$ cat src/rtl/display_pkg.sv
// Shared constants for the seven-segment display scheduler: page encoding,
// digit count and the active-low hex font.
package display_pkg;

    // Debug word shown on the display; values match the page output index.
    typedef enum logic [1:0] {
        PAGE_PC    = 2'd0,
        PAGE_VALUE = 2'd1,
        PAGE_X     = 2'd2,
        PAGE_Y     = 2'd3
    } page_e;

    localparam int NUM_DIGITS = 8;
    localparam int DIGIT_W    = $clog2(NUM_DIGITS);
    localparam logic [DIGIT_W-1:0] DIGIT_LAST = DIGIT_W'(NUM_DIGITS - 1);

    // Blanked display levels (all lines are active-low).
    localparam logic [NUM_DIGITS-1:0] AN_OFF  = '1;
    localparam logic [6:0]            SEG_OFF = 7'h7F;

    // Segment patterns {g,f,e,d,c,b,a}, active-low, indexed by nibble value.
    localparam logic [6:0] SEG_FONT [16] = '{
        7'h40, 7'h79, 7'h24, 7'h30, 7'h19, 7'h12, 7'h02, 7'h78,
        7'h00, 7'h10, 7'h08, 7'h03, 7'h46, 7'h21, 7'h06, 7'h0E
    };

endpackage

$ cat src/rtl/hex_to_seg.sv
// Combinational hex nibble to active-low seven-segment pattern decoder.
module hex_to_seg
    import display_pkg::*;
(
    input  logic [3:0] nibble,
    output logic [6:0] seg
);

    // Straight table lookup into the shared font.
    assign seg = SEG_FONT[nibble];

endmodule

$ cat src/rtl/display_scheduler.sv
// Time-shares the 8-digit display among four debug words. A page FSM rotates
// on a dwell timer or a user "next" pulse; digits are scanned at a fixed rate
// and the shown word is snapshotted only at frame boundaries or page changes.
module display_scheduler
    import display_pkg::*;
#(
    parameter int REFRESH_DIV  = 100000,
    parameter int DWELL_CYCLES = 100000000
)
(
    input  logic                  clk,
    input  logic                  rst,
    input  logic [31:0]           pc_in,
    input  logic [31:0]           value_in,
    input  logic [31:0]           coord_x_in,
    input  logic [31:0]           coord_y_in,
    input  logic                  hold,
    input  logic                  next,
    output logic [NUM_DIGITS-1:0] an,
    output logic [6:0]            seg,
    output logic                  dp,
    output logic [1:0]            page
);

    localparam int REFRESH_W = (REFRESH_DIV > 1) ? $clog2(REFRESH_DIV) : 1;
    localparam int DWELL_W   = (DWELL_CYCLES > 1) ? $clog2(DWELL_CYCLES) : 1;
    localparam logic [REFRESH_W-1:0] REFRESH_LAST = REFRESH_W'(REFRESH_DIV - 1);
    localparam logic [DWELL_W-1:0]   DWELL_LAST   = DWELL_W'(DWELL_CYCLES - 1);

    page_e                page_q;
    page_e                page_d;
    logic [DWELL_W-1:0]   dwell_cnt;
    logic [REFRESH_W-1:0] refresh_cnt;
    logic [DIGIT_W-1:0]   digit_idx;
    logic [31:0]          snapshot;
    logic [31:0]          snap_src;
    logic [3:0]           cur_nibble;
    logic [6:0]           digit_seg;
    logic                 advance;

    // A user pulse and dwell expiry in the same cycle still give one step.
    assign advance = next || ((dwell_cnt == DWELL_LAST) && !hold);

    // Page state register.
    // NOTE: sequential state is written with non-blocking assignments so every
    // register samples pre-edge values regardless of block evaluation order.
    always_ff @(posedge clk or negedge rst) begin
        if (!rst) page_q <= PAGE_PC;
        else      page_q <= page_d;
    end

    // Next page: step modulo 4 on advance, otherwise stay.
    // NOTE: the default assignment first keeps this block free of inferred latches.
    always_comb begin
        page_d = page_q;
        if (advance) page_d = page_e'(page_q + 2'd1);
    end

    // Page outputs: index and the word to snapshot (the new page on an advance,
    // the current page at a frame wrap -- page_d covers both).
    always_comb begin
        page = page_q;
        unique case (page_d)
            PAGE_PC:    snap_src = pc_in;
            PAGE_VALUE: snap_src = value_in;
            PAGE_X:     snap_src = coord_x_in;
            PAGE_Y:     snap_src = coord_y_in;
            default:    snap_src = pc_in;
        endcase
    end

    // Dwell timer, digit scan and frame snapshot; an advance restarts the scan.
    // NOTE: the snapshot is reset along with the counters so the first frame
    // after reset is a defined all-zero word rather than power-up garbage.
    always_ff @(posedge clk or negedge rst) begin
        if (!rst) begin
            dwell_cnt   <= '0;
            refresh_cnt <= '0;
            digit_idx   <= '0;
            snapshot    <= '0;
        end else if (advance) begin
            dwell_cnt   <= '0;
            refresh_cnt <= '0;
            digit_idx   <= '0;
            snapshot    <= snap_src;
        end else begin
            if (!hold) dwell_cnt <= dwell_cnt + DWELL_W'(1);
            if (refresh_cnt == REFRESH_LAST) begin
                refresh_cnt <= '0;
                digit_idx   <= digit_idx + DIGIT_W'(1);
                if (digit_idx == DIGIT_LAST) snapshot <= snap_src;
            end else begin
                refresh_cnt <= refresh_cnt + REFRESH_W'(1);
            end
        end
    end

    assign cur_nibble = snapshot[{digit_idx, 2'b00} +: 4];

    hex_to_seg u_hex_to_seg (
        .nibble (cur_nibble),
        .seg    (digit_seg)
    );

    // Registered pin drivers; dp marks the digit whose index equals the page.
    always_ff @(posedge clk or negedge rst) begin
        if (!rst) begin
            an  <= AN_OFF;
            seg <= SEG_OFF;
            dp  <= 1'b1;
        end else begin
            an  <= ~(NUM_DIGITS'(1) << digit_idx);
            seg <= digit_seg;
            dp  <= ~(digit_idx == {1'b0, page_q});
        end
    end

endmodule

$ cat config.mk
export PLATFORM = sky130hd
export DESIGN_NAME = display_scheduler
export DESIGN_NICKNAME = d
export VERILOG_FILES = /design/src/rtl/display_pkg.sv /design/src/rtl/hex_to_seg.sv /design/src/rtl/display_scheduler.sv
export SDC_FILE = /design/constraint.sdc
export NUM_CORES = 1
export LEC_CHECK = 0
export CORE_ASPECT_RATIO = 1.25
export CORE_MARGIN = 5
export CORE_UTILIZATION = 40
export CTS_CLUSTER_DIAMETER = 40
export CTS_CLUSTER_SIZE = 24
export DETAILED_ROUTE_END_ITERATION = 6
export PLACE_DENSITY = 0.66
export SLEW_MARGIN = 20
export SYNTH_ARGS = -nofsm -noshare
export SYNTH_HDL_FRONTEND = slang
export SYNTH_SLANG_ARGS = --single-unit
$ cat constraint.sdc
create_clock -name clk -period 7.3 [get_ports clk]
set_clock_uncertainty 0.05 [all_clocks]
set_input_delay 0.73 -clock clk [delete_from_list [all_inputs] [get_ports clk]]
set_output_delay 0.73 -clock clk [all_outputs]
set_load 0.01 [all_outputs]
==> out/qor.log <==
[synth] most instantiated library cell after synthesis sky130_fd_sc_hd__nor2_1
[critical_path] required time of the worst setup path 7.48 ns
[synth] post-synthesis sequential area ratio 38.55%
[timing] worst slew pin tran 0.9980 ns
[pwr] internal power component 1.413 mW
[pwr] Lkg Pwr 3.371 nW
[critical_path] crit-path max FO 37
[floorplan] Die ar. 0.01851 mm²
[grt] largest net degree at the start of global routing 56
[timing] maximum clock frequency 303.2 MHz
[cells_and_area] final std cell area, no fill 0.008255 mm²
[timing] max-slew headroom at the worst pin 33.46%
[synth] share of async-settable or async-resettable flops after synthesis 100.0%
[route] detailed-route vias per instance 5.328
[synth] flip-flop cell with the highest count after synthesis sky130_fd_sc_hd__dfrtp_1
[synth] most area-hungry cell type in the Yosys netlist sky130_fd_sc_hd__dfrtp_1
[pwr] portion of total power attributed to the clock network 21.2%
[timing] post-route worst hold slack 0.3199 ns
[synth] number of unique standard cell types used by synthesis 56
[pwr] largest voltage drop on the vdd net 156.4 µV
[hold_path] class of the tightest hold or removal check in2async
[placement] final RePlAce weighted congestion 0.8200
[grt] via count of the first global-routing pass 5558
[floorplan] I/O Pins 150
[critical_path] kind of end point of the critical path register
[grt] first-pass GRT wire length 27410 µm
[floorplan] floorplan core area 0.01557 mm²
[clock_network] clock buffer count from CTS 9
[pwr] logic gate share of total power 45.7%
[pwr] sequential power share 33.1%
[route] iteration-0 DRC count of the detailed router 290
[critical_path] cells along the critical path clkdlybuf4s50_1, nand4b_1, nor2_1, a31oi_4, mux2_4, o221a_1
[clock_network] number of buffers inserted for hold repair after clock tree synthesis 0
[floorplan] vertical die dimension 150.9 µm
[synth] synth warn 0
[cells_and_area] final std cells w/o fill 998
[floorplan] floorplan row count 51
[clock_network] clock tree from TritonCTS yes
[clock_network] cell at the root of the clock tree sky130_fd_sc_hd__clkbuf_16
[placement] Final HPWL DP 12710 µm
[clock_network] Resize count post-CTS 0
[pwr] switching pwr 0.8142 mW
[clock_network] Post-CTS Setup Inserts 0
[critical_path] Setup crit start kind input port
[critical_path] total buffers and inverters traversed by the critical path 1
[cells_and_area] Ant. Diodes 0
[critical_path] worst path arrival time 3.48 ns
[timing] smallest setup slack after layout 4.002 ns
[floorplan] starting density of the core 40.77%
[pwr] Power Density 269.8 mW/mm²
[pwr] overall power 2.227 mW
[timing] fraction of the cycle the final worst path needs 45.18%
[placement] port buffer count 149
[synth] Netlist Area Pre-Place 0.006349 mm²
[placement] placed instance area 0.007956 mm²
[synth] number of flops mapped to enable cells by yosys 0
[floorplan] width of the die 122.7 µm
[clock_network] Sinks on Clock Net 97
[synth] list of most frequent post-synthesis cells 94 x sky130_fd_sc_hd__nor2_1, 81 x sky130_fd_sc_hd__dfrtp_1, 51 x sky130_fd_sc_hd__nand2_1
[route] Routed Wire Length 16900 µm
[route] Pre-antenna DRT Iters 4
[critical_path] logic depth of the worst setup path including buffers 6
[synth] fraction of synthesized cell area taken by the top area cell type 31.93%
[cells_and_area] number of nets in the finished design 927
[grt] initial antenna violation count 0
[grt] Tot GR Track Use 18.58%
[outcome] status complete, no violations
[synth] Syn Inst Count 657
[clock_network] CTS H-tree depth 3
[timing] pins over their slew limit 0
[timing] setup TNS after final layout 0 ns
[timing] unrepaired setup endpoints after global routing false
[clock_network] clock transition at the register clock pins on the worst setup and hold paths after CTS 0.07 ns
[critical_path] Crit Path Class in2reg
[cells_and_area] Syn-to-layout area delta 30.04%
[placement] pre-CTS setup slack 3.609 ns
[synth] Post-Syn Nets 803
[route] number of vias after detailed routing 5317
[placement] placed insts 982
[critical_path] Worst R2R Path Depth 7
[critical_path] CP peak stage delay 0.61 ns
[pwr] switching power as a share of total power 36.56%
[synth] post-synthesis average cell area 9.663 µm²
[timing] # setup viols final 0
[timing] post-layout minimum cycle time 3.298 ns
[cells_and_area] share of post-route cells with drive strength above 1 13.61%
[critical_path] cell type of the slowest stage on the worst timing path sky130_fd_sc_hd__mux2_4
[critical_path] top cell family by delay on the critical path compound AO/OA/AOI/OAI gates
[grt] total gr overflow 0
[clock_network] largest buffer count on any clock path 2
[route] post-DR wirelength/cell 16.93 µm
[run] max-cap check violation count 0
[synth] number of storage elements in the synthesis netlist 97
[clock_network] clock latency on the worst-skew pair 0.35 ns
[route] number of nets still failing antenna checks after routing 0
[route] Residual DRC 0
[cells_and_area] Layout Utilization 53.02%
[timing] final hold violation count 0
[synth] cells taking the most area after synthesis sky130_fd_sc_hd__dfrtp_1 32%, sky130_fd_sc_hd__dfstp_2 6.6%, sky130_fd_sc_hd__mux2i_1 6.3%
[layer usage]
metal / share of wire [%] / GRT usage, %
met5: 0 / 0
met2: 52 / 33.00
met3: 4.8 / 3.848
met4: 2.2 / 6.218
met1: 41 / 22.25
[state kept, by name, indices dropped and copies added (netlist names)]
name         count
dwell_cnt       27
refresh_cnt     17
snapshot        32
page             2
digit_idx        3
an               8
seg              7
dp               1
[cell families after synthesis]
group	after synthesis	synth area share [%]
AOI/OAI and AO/OA	120	15.02
xor gates and xnor gates	41	5.656
adders and majority gates	14	2.759
buffers and inverters	69	4.572
DFF	97	38.55
muxes	82	15.23
and+or+nand+nor	234	18.21
[cell type report]
type,instances,area [µm²]
clock inverters,6,60.06
inverters,28,105.1
repair buffers,154,1526
clock buffers,10,239.0
well taps,212,265.3
fillers,1413,7315
multi-input cells,491,3611
flip-flops and latches,97,2449
[worst reg2reg max path: cells and delay by family, from the launching register on]
family / cells / cell delay (ns)
mux: 2 / 1.16
fa+ha+maj: 1 / 0.24
flops: 1 / 0.78
buf+inv: 1 / 0.15
compound gates: 2 / 0.40
simple gates: 1 / 0.13
[power by group through the flow]
stage	Clock (mW)	Sequential [mW]	Combinational, mW
after floorplan	0	0.725	0.719
after global routing	0.502	0.746	1.12
after global placement	0	0.741	0.987
final	0.472	0.737	1.02
after CTS	0.483	0.738	1.02
after detailed placement	0	0.748	1.02
[cell usage in the layout (no fill, tap or decap), types with 15 or more instances in the layout]
cell type	instances
sky130_fd_sc_hd__dfrtp_1	80
sky130_fd_sc_hd__clkdlybuf4s50_1	148
sky130_fd_sc_hd__o221a_1	20
sky130_fd_sc_hd__nand2_1	51
sky130_fd_sc_hd__inv_1	27
sky130_fd_sc_hd__a21oi_1	46
sky130_fd_sc_hd__nor2_1	94
sky130_fd_sc_hd__mux2_2	33
sky130_fd_sc_hd__xnor2_1	27
sky130_fd_sc_hd__or2_1	15
sky130_fd_sc_hd__mux2i_1	40
sky130_fd_sc_hd__dfstp_2	16
[final timing paths]
path	start	end	slack, ns
worst max-delay path	hold	snapshot[19]	4.00
worst min-delay path	rst	snapshot[28]	0.32
worst max register to register	digit_idx[0]	seg[5]	4.30
worst min register to register	refresh_cnt[0]	refresh_cnt[0]	0.45
max in group asynchronous	rst	page[1]	5.76
min in group clk	refresh_cnt[0]	refresh_cnt[0]	0.45
Power figures use the tool's default switching activity.
